==> src/rtl/pc_sequencer.sv <==
// pc_sequencer: program-counter sequencer for the 8-bit core.
// It advances ProgCtr each RUN cycle by incrementing, by taking a PC-relative
// branch through a programmable offset table, or by stopping on halt. It also
// runs the Start/Done program handshake and counts retired instructions.
module pc_sequencer #(
    parameter int PW = 10,
    parameter int LW = 5
) (
    input  logic          Clk,
    input  logic          Reset,
    input  logic          Start,
    input  logic [PW-1:0] StartAddr,
    input  logic          Stall,
    input  logic          Halt,
    input  logic          BranchEn,
    input  logic          RelFlag,
    input  logic [LW-1:0] LutIdx,
    input  logic          LutWe,
    input  logic [LW-1:0] LutWrIdx,
    input  logic [PW-1:0] LutWrData,
    output logic [PW-1:0] ProgCtr,
    output logic          Running,
    output logic          Done,
    output logic          BranchTaken,
    output logic [15:0]   InstrCount
);

    localparam int LD = 1 << LW;

    typedef enum logic [1:0] {
        S_IDLE = 2'd0,
        S_RUN  = 2'd1,
        S_DONE = 2'd2
    } state_t;

    state_t        state_q, state_d;
    logic          run_q, done_q;
    logic [PW-1:0] pc_q, pc_d;
    logic [15:0]   cnt_q, cnt_d;
    logic          bt_q, bt_d;
    logic [PW-1:0] lut_q [LD];

    logic          lut_we_s;
    logic [PW-1:0] offset_s;

    // The offset is as wide as the PC, so a plain modulo-2^PW add is the
    // sign-extended add: negative offsets wrap backwards naturally.
    assign offset_s = lut_q[LutIdx];

    // A running program cannot rewrite its own branch table.
    assign lut_we_s = LutWe && (state_q != S_RUN);

    // State register; Running/Done are registered from the next state so
    // they never decode through combinational logic.
    always_ff @(posedge Clk or posedge Reset) begin
        if (Reset) begin
            state_q <= S_IDLE;
            run_q   <= 1'b0;
            done_q  <= 1'b0;
        end else begin
            state_q <= state_d;
            run_q   <= (state_d == S_RUN);
            done_q  <= (state_d == S_DONE);
        end
    end

    // Next-state logic: Start is honoured only outside RUN; a non-stalled
    // Halt ends the program.
    always_comb begin
        state_d = state_q;
        case (state_q)
            S_IDLE, S_DONE: begin
                if (Start) begin
                    state_d = S_RUN;
                end else begin
                    state_d = state_q;
                end
            end
            S_RUN: begin
                if (!Stall && Halt) begin
                    state_d = S_DONE;
                end else begin
                    state_d = S_RUN;
                end
            end
            default: state_d = S_IDLE;
        endcase
    end

    // Datapath next values: PC update priority is halt, taken branch, step.
    always_comb begin
        pc_d  = pc_q;
        cnt_d = cnt_q;
        bt_d  = 1'b0;
        case (state_q)
            S_IDLE, S_DONE: begin
                if (Start) begin
                    pc_d  = StartAddr;
                    cnt_d = 16'd0;
                end else begin
                    pc_d  = pc_q;
                    cnt_d = cnt_q;
                end
            end
            S_RUN: begin
                if (Stall) begin
                    pc_d  = pc_q;
                    cnt_d = cnt_q;
                end else begin
                    if (cnt_q != 16'hFFFF) begin
                        cnt_d = cnt_q + 16'd1;
                    end else begin
                        cnt_d = cnt_q;
                    end
                    if (Halt) begin
                        pc_d = pc_q;
                    end else if (BranchEn && RelFlag) begin
                        pc_d = pc_q + offset_s;
                        bt_d = 1'b1;
                    end else begin
                        pc_d = pc_q + {{(PW-1){1'b0}}, 1'b1};
                    end
                end
            end
            default: begin
                pc_d  = pc_q;
                cnt_d = cnt_q;
            end
        endcase
    end

    // Datapath registers.
    always_ff @(posedge Clk or posedge Reset) begin
        if (Reset) begin
            pc_q  <= {PW{1'b0}};
            cnt_q <= 16'd0;
            bt_q  <= 1'b0;
        end else begin
            pc_q  <= pc_d;
            cnt_q <= cnt_d;
            bt_q  <= bt_d;
        end
    end

    // Branch-offset table; cleared by reset, writable only outside RUN.
    always_ff @(posedge Clk or posedge Reset) begin
        if (Reset) begin
            for (int i = 0; i < LD; i++) begin
                lut_q[i] <= {PW{1'b0}};
            end
        end else if (lut_we_s) begin
            lut_q[LutWrIdx] <= LutWrData;
        end
    end

    assign ProgCtr     = pc_q;
    assign Running     = run_q;
    assign Done        = done_q;
    assign BranchTaken = bt_q;
    assign InstrCount  = cnt_q;

endmodule

==> config.mk <==
export PLATFORM = sky130hd
export DESIGN_NAME = pc_sequencer
export DESIGN_NICKNAME = d
export VERILOG_FILES = /design/src/rtl/pc_sequencer.sv
export SDC_FILE = /design/constraint.sdc
export NUM_CORES = 1
export LEC_CHECK = 0
export CORE_MARGIN = 2
export CORE_UTILIZATION = 50
export CTS_CLUSTER_SIZE = 30
export DETAILED_ROUTE_END_ITERATION = 8
export GPL_TIMING_DRIVEN = 0
export HOLD_SLACK_MARGIN = 0.15
export PLACE_DENSITY = 0.69
export REMOVE_ABC_BUFFERS = 1
export SYNTH_ARGS = -nofsm -noshare
export SYNTH_HDL_FRONTEND = slang
export SYNTH_SLANG_ARGS = --single-unit
==> constraint.sdc <==
create_clock -name Clk -period 11.78 [get_ports Clk]
set_input_delay 2.356 -clock Clk [delete_from_list [all_inputs] [get_ports Clk]]
set_output_delay 2.356 -clock Clk [all_outputs]
set_load 0.03 [all_outputs]
* Yosys cells after proc, flatten, opt, wreduce, memory -nomap -nowiden
Cells that the tools add are included.
** Word-level totals
- Flip-flop bits (word level) :: 351
- Word-level logic and storage cells :: 88
- Memory bits (read-only) :: 0
- Bits in writable memories :: 0
- Input port bits :: 38
- Output and inout port bits :: 29
- Latch bits :: 0
- Memories :: 0
** Operators by class
- Add/sub/neg operators :: 3
- Div/mod/pow operators :: 0
- Equality and inequality tests :: 10
- Multiplexer cells :: 22
- Shifts and indexed selects :: 0
- Order comparisons :: 3
- Reduce and logical (&&, ||, !) cells :: 10
- Bitwise operators :: 2
- Multiply operators :: 0
** Operators with widths (number)
- $bwmux 320 :: 1
- $mux 10 :: 7
- $bmux 10 s5 :: 1
- $demux 10 s5 :: 1
- $mux 16 :: 3
- $pmux 16 s2 :: 1
- $pmux 10 s2 :: 1
- $add 16x1->16 const B :: 1
- $ne 16x16->1 const B :: 1
- $ge 6x6->1 const B :: 2
- $not 5->6 :: 2
- $add 10x1->10 const B :: 1
- $add 10x10->10 :: 1
- $ne 2x2->1 const B :: 4
- $reduce_and 4->1 :: 2
- $lt 6x1->1 const B :: 1
- $eq 2x1->1 const B :: 2
- $eq 2x2->1 const B :: 2
- $logic_and 1x1->1 :: 4
- $mux 1 :: 4
- $mux 2 :: 2
- $pmux 2 s2 :: 1
- $logic_not 2->1 :: 1
- $ne 2x1->1 const B :: 1
- other kinds (3) :: 3

* Logic depth before layout (Yosys ltp)
- Depth after elaboration :: 9
- Mapped depth :: 18
- Depth with buffers taken out :: 15

* Worst setup path before layout
OpenSTA, ideal clock, no wires.
- Path kind :: input to register
- From :: input LutIdx[1]
- To :: register pc_q[9], in the netlist ProgCtr[9]
- Arrival :: 5.845 ns
- Required time :: 11.711 ns
- Path slack :: 5.866 ns
- Setup time :: 0.069 ns
- Stages on the path :: 16
- Path buffers :: 4
- Cells stage by stage :: buf_4 buf_6 buf_4 clkbuf_1 mux4_2 mux4_2 mux2i_1 nor2_1 ha_1 o21ai_1 o21ai_1 a2111oi_0 nor3_1 xnor2_1 or4_1 nand3_1
** Between the ends
- Longest elaborated chain between the ends :: 9
** Ends and longest elaborated chain
- start, declared :: line 17 : input logic [LW-1:0] LutIdx,
- $not 5->6 (not written as such) :: line 48 : assign offset_s = lut_q[LutIdx];
- $bmux 10 s5 :: line 48
- $mux 10 (not written as such) (2 in series) :: line 48
- $add 10x10->10 :: line 118 : pc_d = pc_q + offset_s;
- $mux 10 :: line 117 : end else if (BranchEn && RelFlag) begin
- $mux 10 :: line 115 : if (Halt) begin
- $mux 10 :: line 106 : if (Stall) begin
- $pmux 10 s2 :: line 95 : case (state_q)
- end signal, assigned :: line 135 : pc_q <= {PW{1'b0}};
- end signal, assigned :: line 139 : pc_q <= pc_d;
- end, declared :: line 38 : logic [PW-1:0] pc_q, pc_d;
Every way passes these cells. The select of a mux whose other input is x is not followed.
A chain may end at the register's enable or synchronous reset.

* Worst setup path after layout
- From :: input LutIdx[0]
- To :: register pc_q[9], in the netlist ProgCtr[9]
The elaborated chain is that of the path after synthesis.

==> flow_metrics.env <==
export IMPL_outcome="finished, final reports clean"
export IMPL_arrival_ps=6790
export IMPL_fin_skew_ps=14.2
export IMPL_dp_cells=1529
export IMPL_critPathKind="in -> reg"
export IMPL_layout_nets=1177
export IMPL_synth_async_reset_ratio_pct=100
export IMPL_worst_slack_ps=5440
export IMPL_cts_buffers=38
export IMPL_first_pass_iters=7
export IMPL_maxCapViolations=0
export IMPL_relSlewSlack_pct=9.78
export IMPL_cts_sinks=351
export IMPL_holdCritPathClass="reg -> reg"
export IMPL_synth_edf_count=0
export IMPL_end_kind="register"
export IMPL_grt_antenna_before_repair=0
export IMPL_p_sw_mw=0.987
export IMPL_post_route_period_util_pct=53.8
export IMPL_wl_met2_mm=16.4
export IMPL_die_area_um2=34400
export IMPL_clkTransAtPathRegs_ps=60
export IMPL_whs_path_depth=1
export IMPL_n_fill_cell=2557
export IMPL_r2r_end="ProgCtr[9]$_DFFE_PP0P_"
export IMPL_postCtsHoldBufs=0
export IMPL_power_density_nw_per_um2=196
export IMPL_start_kind="input port"
export IMPL_gp_congestion=0.762
export IMPL_preCtsSetupSlack_ps=4910
export IMPL_grt_remaining_overflow=0
export IMPL_holdPathEnd="lut_q[46]$_DFFE_PP0P_"
export IMPL_portBuffers=66
export IMPL_drt_wirelength_per_cell_um=22.1
export IMPL_min_delay_start="lut_q[46]$_DFFE_PP0P_"
export IMPL_avgViaCountPerCell=5.85
export IMPL_grt_pass1_wl_mm=56.0
export IMPL_grt_start_max_net_pins=131
export IMPL_wl_met1_mm=16.3
export IMPL_cts_buffer_depth=3
export IMPL_worst_slew_pin_slew_ps=1350
export IMPL_grt_pass1_vias=9643
export IMPL_p_int_mw=2.68
export IMPL_r2r_start="lut_q[201]$_DFFE_PP0P_"
export IMPL_antenna_cells=0
export IMPL_synthCells=1091
export IMPL_critical_path_max_fanout=41
export IMPL_cts_tree="built"
export IMPL_period_minus_slack_ps=6340
export IMPL_syn2layout_area_growth_pct=13.6
export IMPL_wirelength_mm=35.1
export IMPL_hold_viol=0
export IMPL_ys_warn_count=0
export IMPL_comb_power_share_pct=22.5
export IMPL_setup_violations=0
export IMPL_post_synth_top_count_cell="dfrtp_1"
export IMPL_io_pins=67
export IMPL_holdWs_ps=476
export IMPL_dpl_hpwl_mm=21.9
export IMPL_synthTopCellsByCount="351 x dfrtp_1, 177 x mux2_2, 143 x mux2_1, 97 x mux4_2, 54 x clkbuf_1"
export IMPL_sequentialPowerShare_pct=46.2
export IMPL_p_sw_share_pct=26.9
export IMPL_synth_area_um2=16500
export IMPL_peakVddDrop_v=0.0000930
export IMPL_maxSlewViolCount=0
export IMPL_drive_gt1_share_pct=32.1
export IMPL_via_count=9323
export IMPL_crit_required_ps=12230
export IMPL_reg2regPathDepth=13
export IMPL_clkPwrFrac_pct=31.3
export IMPL_ys_top_cells_by_area="dfrtp_1 53%, mux4_2 13%, mux2_2 12%, mux2_1 9.8%, clkbuf_1 1.2%"
export IMPL_ys_ff_latch=351
export IMPL_synth_flop_cell="dfrtp_1"
export IMPL_rsz0062_at_grt="no"
export IMPL_p_leak_nw=8.50
export IMPL_fp_coreArea_um2=32500
export IMPL_top_layer="met4"
export IMPL_reg2reg_slack_ps=7820
export IMPL_grt_total_usage_pct=21.6
export IMPL_postCtsSetupBuffers=0
export IMPL_die_y_um=185
export IMPL_htreeDepth=2
export IMPL_final_cell_count_no_fill=1593
export IMPL_ys_types=50
export IMPL_wl_met3_mm=1.59
export IMPL_ant_nets=0
export IMPL_clk_latency_ps=520
export IMPL_synth_top_area_share_pct=53.4
export IMPL_max_freq_ghz=0.158
export IMPL_initial_core_util_pct=50.7
export IMPL_yosys_area_top_type="dfrtp_1"
export IMPL_die_w_um=185
export IMPL_cts_resized_gates=0
export IMPL_rows=66
export IMPL_synth_seq_area_share_pct=53.4
export IMPL_first_iter_violations=463
export IMPL_root_buffer="clkbuf_16"
export IMPL_syn_avg_cell_area_um2=15.1
export IMPL_drc=0
## cells in the final DEF (no fill, tap or decap), drive strengths merged, types with 14 or more instances in the layout
cell	n
clkbuf	55
a21oi	14
mux4	97
mux2	320
clkdlybuf4s50	63
nor2	53
dfrtp	351
mux2i	17
o21ai	20
nand2	31
## registers in the layout, summed over array words and instances (netlist names)
register,cells
lut_q,320
InstrCount,16
ProgCtr,10
state_q,2
BranchTaken,1
Done,1
Running,1
## worst max-delay path by stage
stage	start	to	slack, ps	depth (start not counted)
floorplan	Reset	BranchTaken$_DFF_PP0_	-310	1
global route	LutIdx[0]	ProgCtr[9]$_DFFE_PP0P_	5040	15
CTS	LutIdx[0]	ProgCtr[9]$_DFFE_PP0P_	5420	15
global placement	Reset	lut_q[43]$_DFFE_PP0P_	-4570	2
finish	LutIdx[0]	ProgCtr[9]$_DFFE_PP0P_	5440	15
detailed placement	LutIdx[0]	ProgCtr[9]$_DFFE_PP0P_	4910	15
## power by group through the flow
stage,clock network [mW],registers [mW],logic [mW]
finish,1.15,1.69,0.825
CTS,1.17,1.69,0.833
floorplan,0,1.71,0.556
global placement,0,1.70,0.809
global route,1.22,1.74,0.902
detailed placement,0,1.71,0.831
## layer usage
layer  track usage (%)  vias up
met1              31.7     4949
met3              3.01       51
met2              34.0      197
met5                 0        -
li1                  -     4126
met4              5.62        0
## critical path, cell delays in order
cell and delay (ps):
buf_6 460, buf_16 360, mux4_2 610, mux4_2 510, nand2_1 100, a21o_1 230, inv_2 40, ha_1 280
a211oi_1 330, o21ai_1 180, a2111oi_0 390, nor3_1 140, xnor2_1 160, or4_1 480, nand3_1 100
## per-stage QoR
step                TNS [ps]  utilization [%]  instance area [um^2]  power, mW
floorplan            -109220                -                 16100       2.26
global placement    -1590320             53.4                 17300       2.51
detailed placement         0             53.9                 17500       2.55
CTS                        0             57.6                 18700       3.70
global route               0             57.6                 18700       3.86
finish                     0             57.6                 18700       3.67
## kinds of logic after synthesis
logic type / share of synthesized area (%)
muxes: 36.2
AOI/OAI and AO/OA: 2.21
and+or+nand+nor: 4.51
adders and majority gates: 0.882
buffers and inverters: 2.28
xor gates and xnor gates: 0.532
DFF: 53.4
## final cells by class
class	count	area, um^2	share of cell area (%)
clock buffers	55	1130	6.02
clock inverters	8	73.8	0.395
inverters	9	41.3	0.221
multi-input cells	655	7300	39.0
flip-flops and latches	351	8780	47.0
well taps	442	553	2.96
repair buffers	73	820	4.38
(Power assumes the default switching activity.)
==> RTL change: new RTL, config.mk and constraints unchanged <==
The parameter `LW` goes from 5 to 3.
--- a/src/rtl/pc_sequencer.sv
+++ b/src/rtl/pc_sequencer.sv
@@ -6,3 +6,3 @@
     parameter int PW = 10,
-    parameter int LW = 5
+    parameter int LW = 3
 ) (
Ports: changed (resized LutIdx and LutWrIdx); port bits go from 67 to 63. The function was not compared with the original's and may differ.
==> RTL change against the original RTL <==
  * Count of clock-buffer cells in the layout decreased by 46
  * First-iteration DRC count shrank 75%
  * Non-clock buffer count decreased by 10
  * Critical path type unchanged
  * Power fell by 63%
  * Clock skew increased by 2.1 ps
  * Wire length decreased by 69%
  * Worst setup slack gained 400 ps
  * Design area is 65% lower
  * Sequential cell count decreased by 240
  * Area after synthesis is 67% lower
==> RTL change: results (changes against the original RTL) <==
[grt]
grt_pass1_vias=3511  ; was 9643
grt_usage_pct=20.1  ; was 21.6%
grt_max_degree=62  ; was 131
grt_pass1_wl_um=18000  ; was 56000 um

[layout]
largest_reg_flops=80  ; was 320
nFillCells=854  ; was 2557
drive_above_1_share_pct=11.4  ; was 32.1%
nets=532  ; was 1177

[logic_synthesis]
yosysUniqueCellTypes=47  ; was 50
synth_area_leaders=dfrtp_1 (50%), mux2_1 (16%), mux4_2 (7.8%)  ; was dfrtp_1 (53%), mux4_2 (13%), mux2_2 (12%)
synth_warnings=0  ; unchanged
synth_ff_type=dfrtp_1  ; unchanged
synthTopCellsByCount=dfrtp_1 (111), mux2_1 (78), nor2_1 (32), nand2_1 (28), mux4_2 (19)  ; was dfrtp_1 (351), mux2_2 (177), mux2_1 (143), mux4_2 (97), clkbuf_1 (54)
ys_seq_area_share_pct=50.4  ; was 53.4%
synthCells=426  ; was 1091

[place]
io_buffer_count=62  ; was 66
dp_hpwl_um=7620  ; was 21900 um
dp.cells=616  ; was 1529
place_congestion=0.784  ; was 0.762
pre_cts_ws_ps=4920  ; was 4910 ps
postPlaceCellArea_um2=6260  ; was 17500 um2

[pwr]
leakagePower_nw=2.79  ; was 8.50 nW
ir_worst_vdd_v=0.000119  ; was 0.0000930 V
switchingPower_mw=0.479  ; was 0.987 mW

[timing]
tightest_slew_ps=1260  ; was 1350 ps
clock_skew_ps=16.3  ; was 14.2 ps
timing.final.crit_period_ps=5940  ; was 6340 ps

[outcome]
outcome=finished, final reports clean  ; unchanged

[setup_path]
cp_slowest_cell=clkdlybuf4s50_1  ; was mux4_2
cpPeakStageDelay_ps=1160  ; was 610 ps
critPathArrivalTime_ps=6220  ; was 6790 ps
cp_top_family=buffers and inverters  ; was compound AO/OA/AOI/OAI gates
path_max_fanout=20  ; was 41

[detailed_routing]
dr.pass1.iters=5  ; was 7
post_drt_wl_per_cell_um=17.5  ; was 22.1 um
routed_via_density=5.52  ; was 5.85
drtIter0Drc=115  ; was 463
wirelength_um=11000  ; was 35100 um

[cts]
worst_skew_pair.late_latency_ps=380  ; was 520 ps
numCtsBuffers=9  ; was 38
clockRootBuffer=clkbuf_8  ; was clkbuf_16
cts_max_level=3  ; was 2
cts_buffer_depth=2  ; was 3
clk_pin_slew_worst_paths_ps=110  ; was 60 ps

RTL change: changes by cell type after synthesis, moves of 5 or more:
cell | before | now
xor2_1 | 6 | 12
nand2_2 | 0 | 6
mux2_1 | 143 | 78
buf_2 | 12 | 4
nor2_2 | 24 | 4
clkbuf_1 | 54 | 4
o21ai_1 | 6 | 12
or3_1 | 5 | 0
o21ai_0 | 14 | 6
dfrtp_1 | 351 | 111
mux2_2 | 177 | 2
nor3_1 | 7 | 2
mux4_2 | 97 | 19
RTL change: kinds of logic after synthesis:
group / synth area share, %
AO/OA/AOI/OAI: 5.61
XOR/XNOR: 2.86
adder cells (fa/ha/maj): 2.63
buffers and inverters: 1.86
flip-flops: 50.4
multiplexers: 27.1
AND/OR/NAND/NOR: 9.49
RTL change: metrics by stage:
| stage | power (mW) | hold slack [ps] | utilization (%) |
|---|---|---|---|
| CTS | 1.38 | 501 | 60.0 |
| detailed placement | 1.14 | 474 | 58.0 |
| floorplan | 0.977 | 452 | - |
| global route | 1.46 | 512 | 59.9 |
| global placement | 1.11 | 464 | 57.7 |
| finish | 1.36 | 497 | 59.9 |
RTL change: routing by layer:
layer,track usage (%),vias up,wire [um]
met5,0,-,0
met4,4.40,0,103
met3,4.12,8,402
met2,35.0,62,5580
met1,25.9,1747,4950
li1,-,1670,-
RTL change: layout make-up:
type / instances / area [um2] / share of cell area (%)
sequential: 111 / 2780 / 42.9
multi-input combinational: 295 / 2630 / 40.7
timing repair buffer: 63 / 643 / 9.94
tap: 140 / 175 / 2.71
clock buffer: 9 / 124 / 1.92
clock inverter: 7 / 88.8 / 1.37
inverter: 7 / 28.8 / 0.445
RTL change: final timing paths:
| path | startpoint | to | slack, ps | cells after the start |
|---|---|---|---|---|
| min | lut_q[69] | lut_q[69] | 500 | 1 |
| min in group asynchronous | Reset | lut_q[0] | 2400 | 2 |
| max in group asynchronous | Reset | lut_q[66] | 8670 | 3 |
| max | LutIdx[1] | ProgCtr[8] | 5840 | 13 |
| max reg2reg | lut_q[0] | ProgCtr[8] | 8550 | 12 |
| min reg2reg | lut_q[69] | lut_q[69] | 500 | 1 |
RTL change: power by group through the flow:
stage / Combinational [mW] / Sequential (mW) / Clock (mW)
2_1_floorplan: 0.314 / 0.663 / 0
3_3_place_gp: 0.480 / 0.633 / 0
3_5_place_dp: 0.497 / 0.643 / 0
4_1_cts: 0.497 / 0.634 / 0.246
5_1_grt: 0.541 / 0.656 / 0.260
6_report: 0.490 / 0.634 / 0.239
